## config.mk

```make
export PLATFORM = sky130hd
export DESIGN_NAME = fir_interp_dac_flat
export DESIGN_NICKNAME = d
export VERILOG_FILES = /design/src/rtl/fir_interp_dac_if.sv /design/src/rtl/fir_interp_dac.sv /design/src/flat_wrapper.sv
export SDC_FILE = /design/constraint.sdc
export NUM_CORES = 1
export LEC_CHECK = 0
export BUFFER_PORTS_ARGS = -buffer_cell sky130_fd_sc_hd__buf_2
export CORE_MARGIN = 2
export CORE_UTILIZATION = 65
export DETAILED_ROUTE_END_ITERATION = 8
export GPL_ROUTABILITY_DRIVEN = 1
export PLACE_DENSITY = 0.83
export SYNTH_ARGS = -nofsm -noshare
export SYNTH_HDL_FRONTEND = slang
export SYNTH_SLANG_ARGS = --single-unit
```

## constraint.sdc

```tcl
create_clock -name clk -period 8.8 [get_ports clk]
set_input_delay 2.2 -clock clk [delete_from_list [all_inputs] [get_ports clk]]
set_output_delay 2.2 -clock clk [all_outputs]
set_load 0.005 [all_outputs]
```

## src/rtl/fir_interp_dac_if.sv

```systemverilog
// Sample-stream bundle for fir_interp_dac: low-rate input handshake,
// interpolated DAC output strobe and the sticky saturation flag with its clear.
interface fir_interp_dac_if #(
  parameter int WIDTH = 14
);
  logic signed [WIDTH-1:0] din;
  logic                    din_valid;
  logic                    din_ready;
  logic signed [WIDTH-1:0] dout;
  logic                    dout_valid;
  logic                    sat_flag;
  logic                    sat_clr;

  modport master (
    output din, din_valid, sat_clr,
    input  din_ready, dout, dout_valid, sat_flag
  );

  modport slave (
    input  din, din_valid, sat_clr,
    output din_ready, dout, dout_valid, sat_flag
  );
endinterface

```

## src/rtl/fir_interp_dac.sv

```systemverilog
// 1:4 polyphase FIR interpolator feeding a DAC; one shared MAC walks 4 taps per phase.
// Define FIR_INTERP_SAT_EN to clamp the output and drive sat_flag; otherwise the output wraps.
module fir_interp_dac #(
  parameter int WIDTH = 14,
  parameter int N     = 16,
  parameter int L     = 4
) (
  input  logic             clk,
  input  logic             n_rst,
  fir_interp_dac_if.slave  bus
);

  localparam int TPP   = N / L;
  localparam int ACC_W = WIDTH + 18;
  localparam int PROD_W = WIDTH + 16;

  localparam logic [1:0] PH_LAST  = 2'(L - 1);
  localparam logic [1:0] TAP_LAST = 2'(TPP - 1);

  localparam logic signed [ACC_W-1:0] MAX_V = ACC_W'((1 <<< (WIDTH - 1)) - 1);
  localparam logic signed [ACC_W-1:0] MIN_V = -MAX_V - ACC_W'(1);

  typedef enum logic [1:0] {
    IDLE = 2'd0,
    MAC  = 2'd1,
    OUT  = 2'd2
  } state_t;

  state_t state, state_nx;

  logic                    ready;
  logic                    accept;
  logic [1:0]              phase;
  logic [1:0]              tap;
  logic signed [WIDTH-1:0] hist [TPP];
  logic signed [ACC_W-1:0] acc;
  logic signed [PROD_W-1:0] prod_p0;
  logic signed [WIDTH-1:0] result_p1;
  logic signed [WIDTH-1:0] dout_q;
  logic                    dout_valid_q;

  // Prototype taps are symmetric, so each case arm covers a mirrored pair.
  function automatic logic signed [15:0] coef(input logic [3:0] idx);
    case (idx)
      4'd0,  4'd15: coef = 16'sd112;
      4'd1,  4'd14: coef = 16'sd243;
      4'd2,  4'd13: coef = 16'sd618;
      4'd3,  4'd12: coef = 16'sd1293;
      4'd4,  4'd11: coef = 16'sd2217;
      4'd5,  4'd10: coef = 16'sd3225;
      4'd6,  4'd9:  coef = 16'sd4089;
      4'd7,  4'd8:  coef = 16'sd4587;
      default:      coef = 16'sd0;
    endcase
  endfunction

  // Q15 coefficients times interpolation gain 4 leaves a net shift of 13.
  function automatic logic signed [ACC_W-1:0] round_shift(input logic signed [ACC_W-1:0] a);
    logic signed [ACC_W-1:0] bias;
    bias = ACC_W'(4096);
    return (a + bias) >>> 13;
  endfunction

  function automatic logic sat_hit(input logic signed [ACC_W-1:0] s);
    return (s > MAX_V) || (s < MIN_V);
  endfunction

  function automatic logic signed [WIDTH-1:0] clamp(input logic signed [ACC_W-1:0] s);
    if (s > MAX_V)      return MAX_V[WIDTH-1:0];
    else if (s < MIN_V) return MIN_V[WIDTH-1:0];
    else                return s[WIDTH-1:0];
  endfunction

  function automatic logic signed [WIDTH-1:0] wrap(input logic signed [ACC_W-1:0] s);
    return s[WIDTH-1:0];
  endfunction

  always_ff @(posedge clk or negedge n_rst) begin
    if (!n_rst) state <= IDLE;
    else        state <= state_nx;
  end

  always_comb begin
    state_nx = state;
    ready    = 1'b0;
    unique case (state)
      IDLE: begin
        ready = 1'b1;
        if (bus.din_valid) state_nx = MAC;
      end
      MAC:     if (tap == TAP_LAST) state_nx = OUT;
      OUT:     state_nx = (phase == PH_LAST) ? IDLE : MAC;
      default: state_nx = IDLE;
    endcase
  end

  assign accept        = ready && bus.din_valid;
  assign bus.din_ready = ready;

  // Stage p0: one tap product per MAC cycle; coefficient index is phase + 4*tap.
  assign prod_p0 = PROD_W'(hist[tap]) * PROD_W'(coef({tap, phase}));

  // Stage p1: scale the finished phase sum down to DAC width.
`ifdef FIR_INTERP_SAT_EN
  assign result_p1 = clamp(round_shift(acc));
`else
  assign result_p1 = wrap(round_shift(acc));
`endif

  always_ff @(posedge clk or negedge n_rst) begin
    if (!n_rst) begin
      for (int k = 0; k < TPP; k++) hist[k] <= '0;
      acc          <= '0;
      phase        <= '0;
      tap          <= '0;
      dout_q       <= '0;
      dout_valid_q <= 1'b0;
    end else begin
      dout_valid_q <= 1'b0;
      if (accept) begin
        hist[0] <= bus.din;
        for (int k = 1; k < TPP; k++) hist[k] <= hist[k-1];
        acc   <= '0;
        phase <= '0;
        tap   <= '0;
      end
      if (state == MAC) begin
        acc <= acc + ACC_W'(prod_p0);
        tap <= tap + 2'd1;
      end
      if (state == OUT) begin
        dout_q       <= result_p1;
        dout_valid_q <= 1'b1;
        if (phase != PH_LAST) begin
          phase <= phase + 2'd1;
          acc   <= '0;
          tap   <= '0;
        end
      end
    end
  end

  assign bus.dout       = dout_q;
  assign bus.dout_valid = dout_valid_q;

`ifdef FIR_INTERP_SAT_EN
  logic sat_q;

  // A clamp in the same cycle as a clear wins, so no saturation event is lost.
  always_ff @(posedge clk or negedge n_rst) begin
    if (!n_rst) begin
      sat_q <= 1'b0;
    end else if (state == OUT && sat_hit(round_shift(acc))) begin
      sat_q <= 1'b1;
    end else if (bus.sat_clr) begin
      sat_q <= 1'b0;
    end
  end

  assign bus.sat_flag = sat_q;
`else
  logic unused_sat_clr;

  assign unused_sat_clr = bus.sat_clr;
  assign bus.sat_flag   = 1'b0;
`endif

endmodule

```

## src/flat_wrapper.sv

```systemverilog
// flat-port wrapper written by rule: the top's interface ports become plain ports
module fir_interp_dac_flat 
#(
  parameter int WIDTH = 14,
  parameter int N     = 16,
  parameter int L     = 4
)
  (clk, n_rst, bus_din, bus_din_valid, bus_sat_clr, bus_din_ready, bus_dout, bus_dout_valid, bus_sat_flag);
  fir_interp_dac_if #(.WIDTH(WIDTH)) bus_i ();
  input  logic clk;
  input  logic n_rst;
  input wire logic [$bits(bus_i.din)-1:0] bus_din;
  input wire logic [$bits(bus_i.din_valid)-1:0] bus_din_valid;
  input wire logic [$bits(bus_i.sat_clr)-1:0] bus_sat_clr;
  output wire logic [$bits(bus_i.din_ready)-1:0] bus_din_ready;
  output wire logic [$bits(bus_i.dout)-1:0] bus_dout;
  output wire logic [$bits(bus_i.dout_valid)-1:0] bus_dout_valid;
  output wire logic [$bits(bus_i.sat_flag)-1:0] bus_sat_flag;
  assign bus_i.din = bus_din;
  assign bus_i.din_valid = bus_din_valid;
  assign bus_i.sat_clr = bus_sat_clr;
  assign bus_din_ready = bus_i.din_ready;
  assign bus_dout = bus_i.dout;
  assign bus_dout_valid = bus_i.dout_valid;
  assign bus_sat_flag = bus_i.sat_flag;
  fir_interp_dac #(.WIDTH(WIDTH), .N(N), .L(L)) u_core (.clk(clk), .n_rst(n_rst), .bus(bus_i));
endmodule
```

==> results.yml <==
status:
  outcome: "finished, final reports clean"
worst_setup_path:
  cp_top_family: "adder cells"
  critPathMaxFanout: 24
  setup.worst_path.start: "u_core.tap[1]"
  cpMostUsedCell: "fa_1"
  cp_cell_sequence: "buf_4 -> mux2_2 -> o21ai_1 -> inv_1 -> nand2_1 -> fa_1 -> fa_1 -> inv_1 -> fa_1 -> fa_1 -> fa_1 -> inv_1 -> fa_1 -> inv_1 -> ha_1 -> nand4_1 -> o211ai_1 -> a21oi_2 -> a211o_1 -> a21oi_1 -> or3_1 -> a32o_1"
  reg2reg_to: "u_core.acc[24]"
  r2r-start: "u_core.tap[1]"
  criticalPathCategory: "reg2reg"
  max_stage_delay_ps: 700
  path_buf_inv: 5
  cp.required_ps: 9050
  worstPathArrival_ps: 7950
  slowest_stage: "o21ai_1"
  ff2ff_setup_slack_ps: 1110
  critPathLaunchType: "flip-flop"
  cp-end-kind: "flip-flop"
  worst_r2r_path_depth: 22
worst_hold_path:
  worstHoldPathType: "reg2reg"
  worst_hold_path.endpoint: "u_core.bus.dout[6]"
  hold_path_startpoint: "u_core.bus.dout[6]"
  hold_path_depth: 2
logic_synthesis:
  ys_top_cells_by_count: "inv_1, fa_1, nand2_1"
  synth_ff_type: "dfrtp_1"
  synth_async_sr_flop_share_pct: 100
  synth_seq_cells: 104
  synth_edf_count: 0
  synth_top_area_share_pct: 26.8
  synthesis.nets: 1479
  synth.largest_area_cell: "fa_1"
  syn_area_per_cell_sq_um: 9.72
  yosysWarningCount: 0
  synthCells: 1201
  synthTopCellsByArea: "fa_1, dfrtp_1, ha_1, inv_1, mux2_2"
  synth.distinct_cells: 60
  synth.cell_area_sq_um: 11700
  synth-seq-area-share_pct: 22.3
  yosysMostFrequentCell: "inv_1"
clock_tree:
  numCtsBuffers: 9
  htree_levels: 3
  cts_setup_buffers: 0
  path_clk_slew_ps: 80
  cts.path.max_buffers: 2
  clk_latency_ps: 360
  cts_sinks: 104
  clockRootBuffer: "clkbuf_16"
  cts_tree: "built"
  cts_hold_buf: 0
  cts_resized: 0
routing:
  post-route-drc-count: 0
  post_drt_via_cell_ratio: 5.92
  drtPass1Iterations: 9
  wl_per_cell_um: 18.7
  wirelength_um: 27000
  postRouteAntennaNets: 0
  via_count: 8568
  drtIter0Drc: 964
global_routing:
  globalRouteTotalUtil_pct: 31.0
  grt_max_degree: 62
  overflow: 0
  grt_pass1_wl_um: 45000
  antenna_found_initial: 0
  grt_pass1_vias: 8758
layout:
  num_antenna_cells: 0
  final_area_sq_um: 12400
  final_cell_count_no_fill: 1447
  drive_gt1_share_pct: 13.0
  nNetsFinal: 1495
  syn2layout_area_growth_pct: 5.95
  fillers: 1295
placed_design:
  gp_congestion: 0.985
  dp_slack_ps: 1250
  placed_area_sq_um: 12100
  io_buffers: 32
  place_inst: 1431
  place_hpwl_um: 21100
floorplanning:
  die_w_um: 138
  io_pins: 35
  die_area_sq_um: 19000
  die_h_um: 138
  core_area_sq_um: 17400
  fp-row-count: 48
  start_util_pct: 67.0
job:
  maxCapViolCount: 0
timing:
  hold_violations: 0
  drv_slew: 0
  setup_viol: 0
  rsz0062_at_grt: "false"
  fin_setup_tns_ps: 0
  fin_crit_sh_pct: 87.4
  tightest_slew_ps: 1170
  setup_ws_ps: 1110
  fin_crit_ps: 7690
  fin_skew_ps: 6.17
  fmax_mhz: 130
  maxSlewHeadroom_pct: 22.1
==> cells in the final DEF (no fill, tap or decap), types with 3 or more instances in the layout <==
cell type / instances
nand3_1: 18
dfrtp_1: 102
nand2_1: 128
nor3_1: 3
buf_2: 31
clkbuf_16: 9
o21a_1: 6
a21oi_1: 23
and2_1: 14
fa_1: 156
or3_1: 4
nand4_1: 8
a31oi_1: 5
mux2_2: 68
a21oi_2: 3
mux4_2: 6
buf_4: 19
nor2_1: 109
and3_1: 7
o31ai_1: 4
inv_1: 211
o21ai_0: 42
xor2_1: 13
o21ai_1: 6
nand2b_1: 19
ha_1: 104
o31a_1: 3
a21o_1: 8
xnor2_1: 24
a22o_1: 9
mux2i_1: 10
o211ai_1: 5
==> state kept, by name, summed over array words and instances (netlist names) <==
register	cells
u_core.acc	27
u_core.bus.dout	14
u_core.bus.dout_valid	1
u_core.hist	56
u_core.phase	2
u_core.state	2
u_core.tap	2
==> logic make-up after synthesis <==
kind of cell | after synthesis | share of synthesized area [%]
xor gates and xnor gates | 37 | 2.78
DFF | 104 | 22.3
buffers and inverters | 256 | 8.44
and+or+nand+nor | 327 | 12.5
other | 1 | 0.0321
adders and majority gates | 260 | 37.9
muxes | 84 | 8.58
AOI/OAI and AO/OA | 132 | 7.47
==> through the flow <==
| step | hold slack [ps] | utilization, % |
|---|---|---|
| after floorplan | 470 | - |
| after global placement | 459 | 69.2 |
| after detailed placement | 465 | 69.2 |
| after CTS | 482 | 71.0 |
| after global routing | 521 | 71.0 |
| final | 481 | 71.0 |
==> area by class of cell <==
cell class                      instances  area [sq um]  share of cell area (%)
Multi-Input combinational cell        841          8080                    65.4
Sequential cell                       104          2610                    21.1
Inverter                              211           792                    6.41
Timing Repair Buffer                   50           298                    2.41
Tap cell                              225           282                    2.28
Clock buffer                            9           225                    1.82
Clock inverter                          7          78.8                   0.638
==> how the worst max path moves through the flow <==
stage	end	slack, ps	cells after the start
2_1_floorplan	u_core.acc[24]	2090	26
3_3_place_gp	u_core.acc[24]	1360	22
3_5_place_dp	u_core.acc[24]	1250	22
4_1_cts	u_core.acc[19]	1190	22
5_1_grt	u_core.acc[24]	770	22
6_report	u_core.acc[24]	1110	22
==> worst register-to-register path, delay by kind of cell, from the launching register on <==
kind,cells,cell delay [ps]
AO/OA/AOI/OAI,6,1670
AND/OR/NAND/NOR,3,630
adder cells (fa/ha/maj),7,3310
flip-flops,1,640
multiplexers,1,390
buffers and inverters,5,960
==> routing by layer <==
metal	wire (um)	vias up	global-route usage, %
met3	2410	49	6.07
li1	-	3845	-
met5	0	-	0
met4	576	0	8.33
met1	11200	4278	44.3
met2	12800	396	49.1
Power is left out: the tool's default activity adds up to more than one toggle a clock period on the data nets, which glitch-free logic cannot reach.
